===== src/rtl/bp_be_stride_detector.sv =====
// rtl/bp_be_stride_detector.sv - strided-load detector that opens and confirms loop discovery
package bp_be_stride_pkg;

   typedef enum logic [0:0] {e_bp_default_cfg = 1'b0} bp_params_e;

   // Virtual address width carried by each processor configuration.
   function automatic int bp_vaddr_width(bp_params_e cfg);
      case (cfg)
         e_bp_default_cfg: return 39;
         default:          return 39;
      endcase
   endfunction

endpackage

module bp_be_stride_detector
   import bp_be_stride_pkg::*;
 #(parameter bp_params_e bp_params_p      = e_bp_default_cfg
   , parameter int       entries_p        = 8
   , parameter int       conf_thresh_p    = 2
   , parameter int       confirm_thresh_p = 4
   , parameter int       timeout_p        = 256
   , localparam int      vaddr_width_p    = bp_vaddr_width(bp_params_p)
   )
  (input  logic                     clk_i
   , input  logic                     reset_i
   , input  logic                     ld_v_i
   , input  logic [vaddr_width_p-1:0] ld_pc_i
   , input  logic [vaddr_width_p-1:0] ld_eaddr_i
   , input  logic                     flush_i
   , input  logic                     loop_done_i
   , output logic                     start_discovery_o
   , output logic                     confirm_discovery_o
   , output logic [vaddr_width_p-1:0] striding_pc_o
   , output logic [15:0]              stride_o
   );

   localparam int idx_w_lp  = $clog2(entries_p);
   localparam int tag_w_lp  = vaddr_width_p - 2 - idx_w_lp;
   localparam int hcnt_w_lp = $clog2(confirm_thresh_p + 1);
   localparam int tcnt_w_lp = $clog2(timeout_p + 1);

   localparam logic [2:0]           conf_thresh_lp    = 3'(conf_thresh_p);
   localparam logic [hcnt_w_lp-1:0] confirm_thresh_lp = hcnt_w_lp'(confirm_thresh_p);
   localparam logic [tcnt_w_lp-1:0] timeout_lp        = tcnt_w_lp'(timeout_p);

   typedef enum logic [1:0] {e_idle, e_discover, e_locked} state_e;

   state_e state_r, state_n;

   // Direct-mapped training table.
   logic [entries_p-1:0]     valid_r;
   logic [tag_w_lp-1:0]      tag_r    [entries_p];
   logic [vaddr_width_p-1:0] addr_r   [entries_p];
   logic [15:0]              stride_r [entries_p];
   logic [1:0]               conf_r   [entries_p];

   logic [hcnt_w_lp-1:0] hcnt_r, hcnt_inc;
   logic [tcnt_w_lp-1:0] tcnt_r, tcnt_inc;

   logic [idx_w_lp-1:0]      idx;
   logic [tag_w_lp-1:0]      tag;
   logic [vaddr_width_p-1:0] d;
   logic [15:0]              d_lo;
   logic [1:0]               conf_upd;
   logic                     hit, fits, trained, conf_ge, load_ok, disc_match;
   logic                     start_n, confirm_n, disc_hit, disc_abort, disc_timeout;
   logic                     pc_lsb_unused;

   // Loads are word-aligned in the PC, so the two lowest bits carry no index or tag information.
   assign pc_lsb_unused = ^ld_pc_i[1:0];

   assign idx      = ld_pc_i[2 +: idx_w_lp];
   assign tag      = ld_pc_i[vaddr_width_p-1 -: tag_w_lp];
   assign hit      = valid_r[idx] & (tag_r[idx] == tag);
   assign d        = ld_eaddr_i - addr_r[idx];
   assign d_lo     = d[15:0];
   // Delta fits in 16 signed bits when everything from bit 15 up is pure sign extension.
   assign fits     = (&d[vaddr_width_p-1:15]) | ~(|d[vaddr_width_p-1:15]);
   assign trained  = hit & fits & (d_lo != 16'd0) & (d_lo == stride_r[idx]);
   assign conf_upd = ~trained ? 2'd0 : (conf_r[idx] == 2'd3) ? 2'd3 : conf_r[idx] + 2'd1;
   assign conf_ge  = ({1'b0, conf_upd} >= conf_thresh_lp);
   assign load_ok  = ld_v_i & ~flush_i;
   // A table miss during discovery means the stride history is gone, so it never counts as a match.
   assign disc_match = hit & (d == {{(vaddr_width_p-16){stride_o[15]}}, stride_o});
   assign hcnt_inc = hcnt_r + hcnt_w_lp'(1);
   assign tcnt_inc = tcnt_r + tcnt_w_lp'(1);

   // Event decode for the current load; confirmation takes priority over the timeout.
   always_comb begin
      start_n      = 1'b0;
      confirm_n    = 1'b0;
      disc_hit     = 1'b0;
      disc_abort   = 1'b0;
      disc_timeout = 1'b0;
      if (load_ok) begin
         case (state_r)
            e_idle: start_n = hit & conf_ge;
            e_discover: begin
               if (ld_pc_i == striding_pc_o) begin
                  disc_hit   = disc_match;
                  disc_abort = ~disc_match;
                  confirm_n  = disc_match & (hcnt_inc == confirm_thresh_lp);
               end
               disc_timeout = (tcnt_inc == timeout_lp);
            end
            default: ;
         endcase
      end
   end

   // Next-state selection; flush overrides everything.
   always_comb begin
      state_n = state_r;
      case (state_r)
         e_idle:     if (start_n) state_n = e_discover;
         e_discover: begin
            if (confirm_n)                       state_n = e_locked;
            else if (disc_abort | disc_timeout)  state_n = e_idle;
         end
         e_locked:   if (loop_done_i) state_n = e_idle;
         default:    state_n = e_idle;
      endcase
      if (flush_i) state_n = e_idle;
   end

   // State register.
   always_ff @(posedge clk_i or posedge reset_i) begin
      if (reset_i) state_r <= e_idle;
      else         state_r <= state_n;
   end

   // Registered pulses and the stride latched when discovery opens; flush leaves the latch alone.
   always_ff @(posedge clk_i or posedge reset_i) begin
      if (reset_i) begin
         start_discovery_o   <= 1'b0;
         confirm_discovery_o <= 1'b0;
         striding_pc_o       <= '0;
         stride_o            <= '0;
      end else begin
         start_discovery_o   <= start_n;
         confirm_discovery_o <= confirm_n;
         if (start_n) begin
            striding_pc_o <= ld_pc_i;
            stride_o      <= stride_r[idx];
         end
      end
   end

   // Discovery hit and load counters, restarted each time discovery opens.
   always_ff @(posedge clk_i or posedge reset_i) begin
      if (reset_i) begin
         hcnt_r <= '0;
         tcnt_r <= '0;
      end else if (start_n) begin
         hcnt_r <= '0;
         tcnt_r <= '0;
      end else if (load_ok && (state_r == e_discover)) begin
         tcnt_r <= tcnt_inc;
         if (disc_hit) hcnt_r <= hcnt_inc;
      end
   end

   // Table training runs in every state; a flush invalidates all entries and drops the load.
   always_ff @(posedge clk_i or posedge reset_i) begin
      if (reset_i) begin
         valid_r <= '0;
         for (int i = 0; i < entries_p; i++) begin
            tag_r[i]    <= '0;
            addr_r[i]   <= '0;
            stride_r[i] <= '0;
            conf_r[i]   <= '0;
         end
      end else if (flush_i) begin
         valid_r <= '0;
      end else if (ld_v_i) begin
         addr_r[idx] <= ld_eaddr_i;
         conf_r[idx] <= conf_upd;
         if (!hit) begin
            valid_r[idx]  <= 1'b1;
            tag_r[idx]    <= tag;
            stride_r[idx] <= 16'd0;
         end else if (!trained) begin
            stride_r[idx] <= d_lo;
         end
      end
   end

endmodule


===== config.mk =====
export PLATFORM = sky130hd
export DESIGN_NAME = bp_be_stride_detector
export DESIGN_NICKNAME = d
export VERILOG_FILES = /design/src/rtl/bp_be_stride_detector.sv
export SDC_FILE = /design/constraint.sdc
export NUM_CORES = 2
export LEC_CHECK = 0
export ABC_AREA = 1
export BUFFER_PORTS_ARGS = -buffer_cell sky130_fd_sc_hd__buf_2
export CAP_MARGIN = 10
export CORE_MARGIN = 8
export CORE_UTILIZATION = 40
export CTS_CLUSTER_DIAMETER = 50
export CTS_CLUSTER_SIZE = 12
export DETAILED_ROUTE_END_ITERATION = 10
export HOLD_SLACK_MARGIN = 0.02
export PLACE_DENSITY = 0.65
export RECOVER_POWER = 50
export SLEW_MARGIN = 30
export SYNTH_ARGS = -nofsm -noshare
export SYNTH_HDL_FRONTEND = slang
export SYNTH_SLANG_ARGS = --single-unit

===== constraint.sdc =====
create_clock -name clk_i -period 22.8 [get_ports clk_i]
set_input_delay 0 -clock clk_i [delete_from_list [all_inputs] [get_ports clk_i]]
set_output_delay 0 -clock clk_i [all_outputs]
set_load 0.005 [all_outputs]

==> metrics.cfg <==
[clocking]
worstSkewPairLatency_ns=0.70
path_clk_slew_ns=0.06
cts_tree=done
clockRootBuffer=clkbuf_16
clock-sinks=807
htreeDepth=3
cts_buffer_depth=3
numCtsBuffers=101
ctsResizeCount=0

[synthesis]
yosysTopAreaCell=dfrtp_1
syn_nets=5832
synth_seq_cells=807
synth_flop_cell=dfrtp_1
ys_types=53
synth-seq-area-share=0.4778
synth-edff-count=0
ys_top_cells_by_area=dfrtp_1, nand2_1, o21ai_0
syn_inst=5706
syn_area_mm2=0.04226
synth_async_sr_flop_share=1.000
synth.most_common_cell=nand2_1
synth.yosys.warnings=0
syn_area_per_cell_um2=7.407
synth_top_area_frac=0.4778
netlist_top_cells_count=nand2_1, dfrtp_1, o21ai_0

[finish]
utilization=0.4592
design_area_mm2=0.04827
seq_area_mm2=0.02019
syn_to_final_growth_pct=14.21
drive_gt1_frac=0.06263
fillers=10430
stdcell_count=7252
nets=5912
multiInputGateArea_mm2=0.01867

[detailed_routing]
vias_per_cell=5.396
drt-total-wl_mm=144.7
vias=39130
drtAntennaViolNets=0
drtPass1Iterations=7
route.detailed.drc=0
drt_iter0_drc=3698
wl_per_cell_um=19.95

[sta]
hold_violations=0
finalSetupViolCount=0
fin_crit_sh=0.4916
finalCriticalPeriod_ns=11.21
slew_headroom=-4.531
fmax_mhz=89.21
max_slew.worst_pin.slew_ns=8.296
tns_ns=0
drv_slew=1091
skew_ns=0.03636
rsz0062_at_grt=false

[pwr]
power.leakage_nw=24.26
powerDensity_mw_per_mm2=92.03
irDropWorstVdd_mv=0.06568
p_total_mw=4.442

[worst_setup_path]
path_class=primary input to async pin
end_kind=async pin
crit_top_cell=dlygate4sd3_1
required_ns=21.51
crit_fanout=157
path_delay_family=buffers and inverters
cp_num_buf_inv=5
slowest_stage=clkbuf_1
start_kind=primary input
cp.arrival_ns=9.91
path_cells=dlygate4sd3_1 > buf_2 > dlygate4sd3_1 > clkinvlp_2 > clkbuf_1
slowest_delay_ns=5.94

[grt]
grt_pass1_wl_mm=222.8
grt_overflow=0
grt_pass1_vias=37140
antenna_found_initial=2
grtUsageTotal=0.2414
grt_max_degree=158

[place]
placement.cell_area_mm2=0.04394
gp_congestion=0.9898
port_buffers=139
placed_cells=6993
dpl.hpwl_mm=93.12

[floorplanning]
ioPinCount=140
initial_core_util=0.4021
die_w_um=341.1
rows=119
die_area_mm2=0.1163
core_area_mm2=0.1051
die_h_um=341.1

[min_path]
hold_class=primary input to flop

[status]
violations=capacitance limit, slew limit
status=finished with violations

[flow_run]
drv_cap=17

## timing repair
action | in CTS | in global routing
hold buffers | 80 | 0
buffers inserted | 0 | 0
endpoints found under the hold margin | 762 | 0
## worst register-to-register path: cells and delay by family (launching register included)
kind                       cells  cell delay (ns)
DFF                            1             0.37
adders and majority gates      1             0.28
buffers and inverters          4             1.18
and+or+nand+nor               20             3.14
AOI/OAI and AO/OA              3             0.46
## final cells by class
class | instances | share of cell area
Inverter | 566 | 0.04417
Clock buffer | 117 | 0.05529
Tap cell | 1391 | 0.03606
Multi-Input combinational cell | 4032 | 0.3867
Clock inverter | 60 | 0.02097
Sequential cell | 807 | 0.4184
Timing Repair Buffer | 278 | 0.03836
Antenna cell | 1 | 0.00005184
## power by group
group / internal [mW] / switching, mW
sequential: 1.66 / 0.108
clock: 1.10 / 0.670
combinational: 0.300 / 0.603
## per-stage QoR
stage	setup WS, ns	hold slack, ns
after floorplan	0.1361	0.1096
after global placement	15.86	0.1797
after detailed placement	15.78	0.1840
after CTS	16.49	0.03820
after global routing	9.504	0.09614
final	11.59	0.07464
## state kept, by name, summed over array words and instances (netlist names)
register,cells
addr_r,312
confirm_discovery_o,1
hcnt_r,3
conf_r,16
valid_r,8
tcnt_r,9
state_r,2
stride_o,16
start_discovery_o,1
stride_r,128
striding_pc_o,39
tag_r,272
## per-layer routing
layer	part of all wire	up-vias	track usage
met3	0.080	357	0.04870
met4	0.042	2	0.09605
met1	0.43	18770	0.3277
met5	0.000076	-	0
li1	-	18470	-
met2	0.45	1528	0.3781
## placed cells by master, fill, tap and decap left out, types with 42 or more instances in the layout
cell	netlist	layout
clkbuf_1	185	76
clkbuf_16	0	102
nand3_1	191	191
nand4_1	167	167
inv_1	555	551
nand2_1	2164	2156
dfrtp_1	807	807
a21oi_1	159	159
o21ai_1	47	47
ha_1	42	42
buf_2	66	86
xor2_1	50	50
o21ai_0	563	563
dlygate4sd3_1	0	80
a221oi_1	42	42
a22oi_1	42	42
nor2_1	345	333
## kinds of logic (layout without fill, tap and decap cells)
family / Yosys count / in the layout / share of synthesized area
simple gates: 2968 / 2968 / 0.2862
mux: 5 / 5 / 0.001332
fa+ha+maj: 43 / 43 / 0.01291
compound gates: 951 / 951 / 0.1245
buf+inv: 867 / 1021 / 0.08275
xor+xnor: 65 / 65 / 0.01448
flops: 807 / 807 / 0.4778
other cells: 0 / 1 / 0
## final timing paths
check	end	slack, ns	start	cells past startpoint
setup reg to reg	stride_r[9]	17.26	addr_r[41]	28
hold / removal	striding_pc_o[0]	0.07	ld_pc_i[0]	4
max in group clk_i	stride_r[78]	15.28	flush_i	10
setup / recovery	addr_r[284]	11.59	reset_i	5
hold reg to reg	addr_r[57]	0.47	addr_r[57]	2
min in group asynchronous	addr_r[108]	1.80	reset_i	4
(Power assumes the default switching activity.)
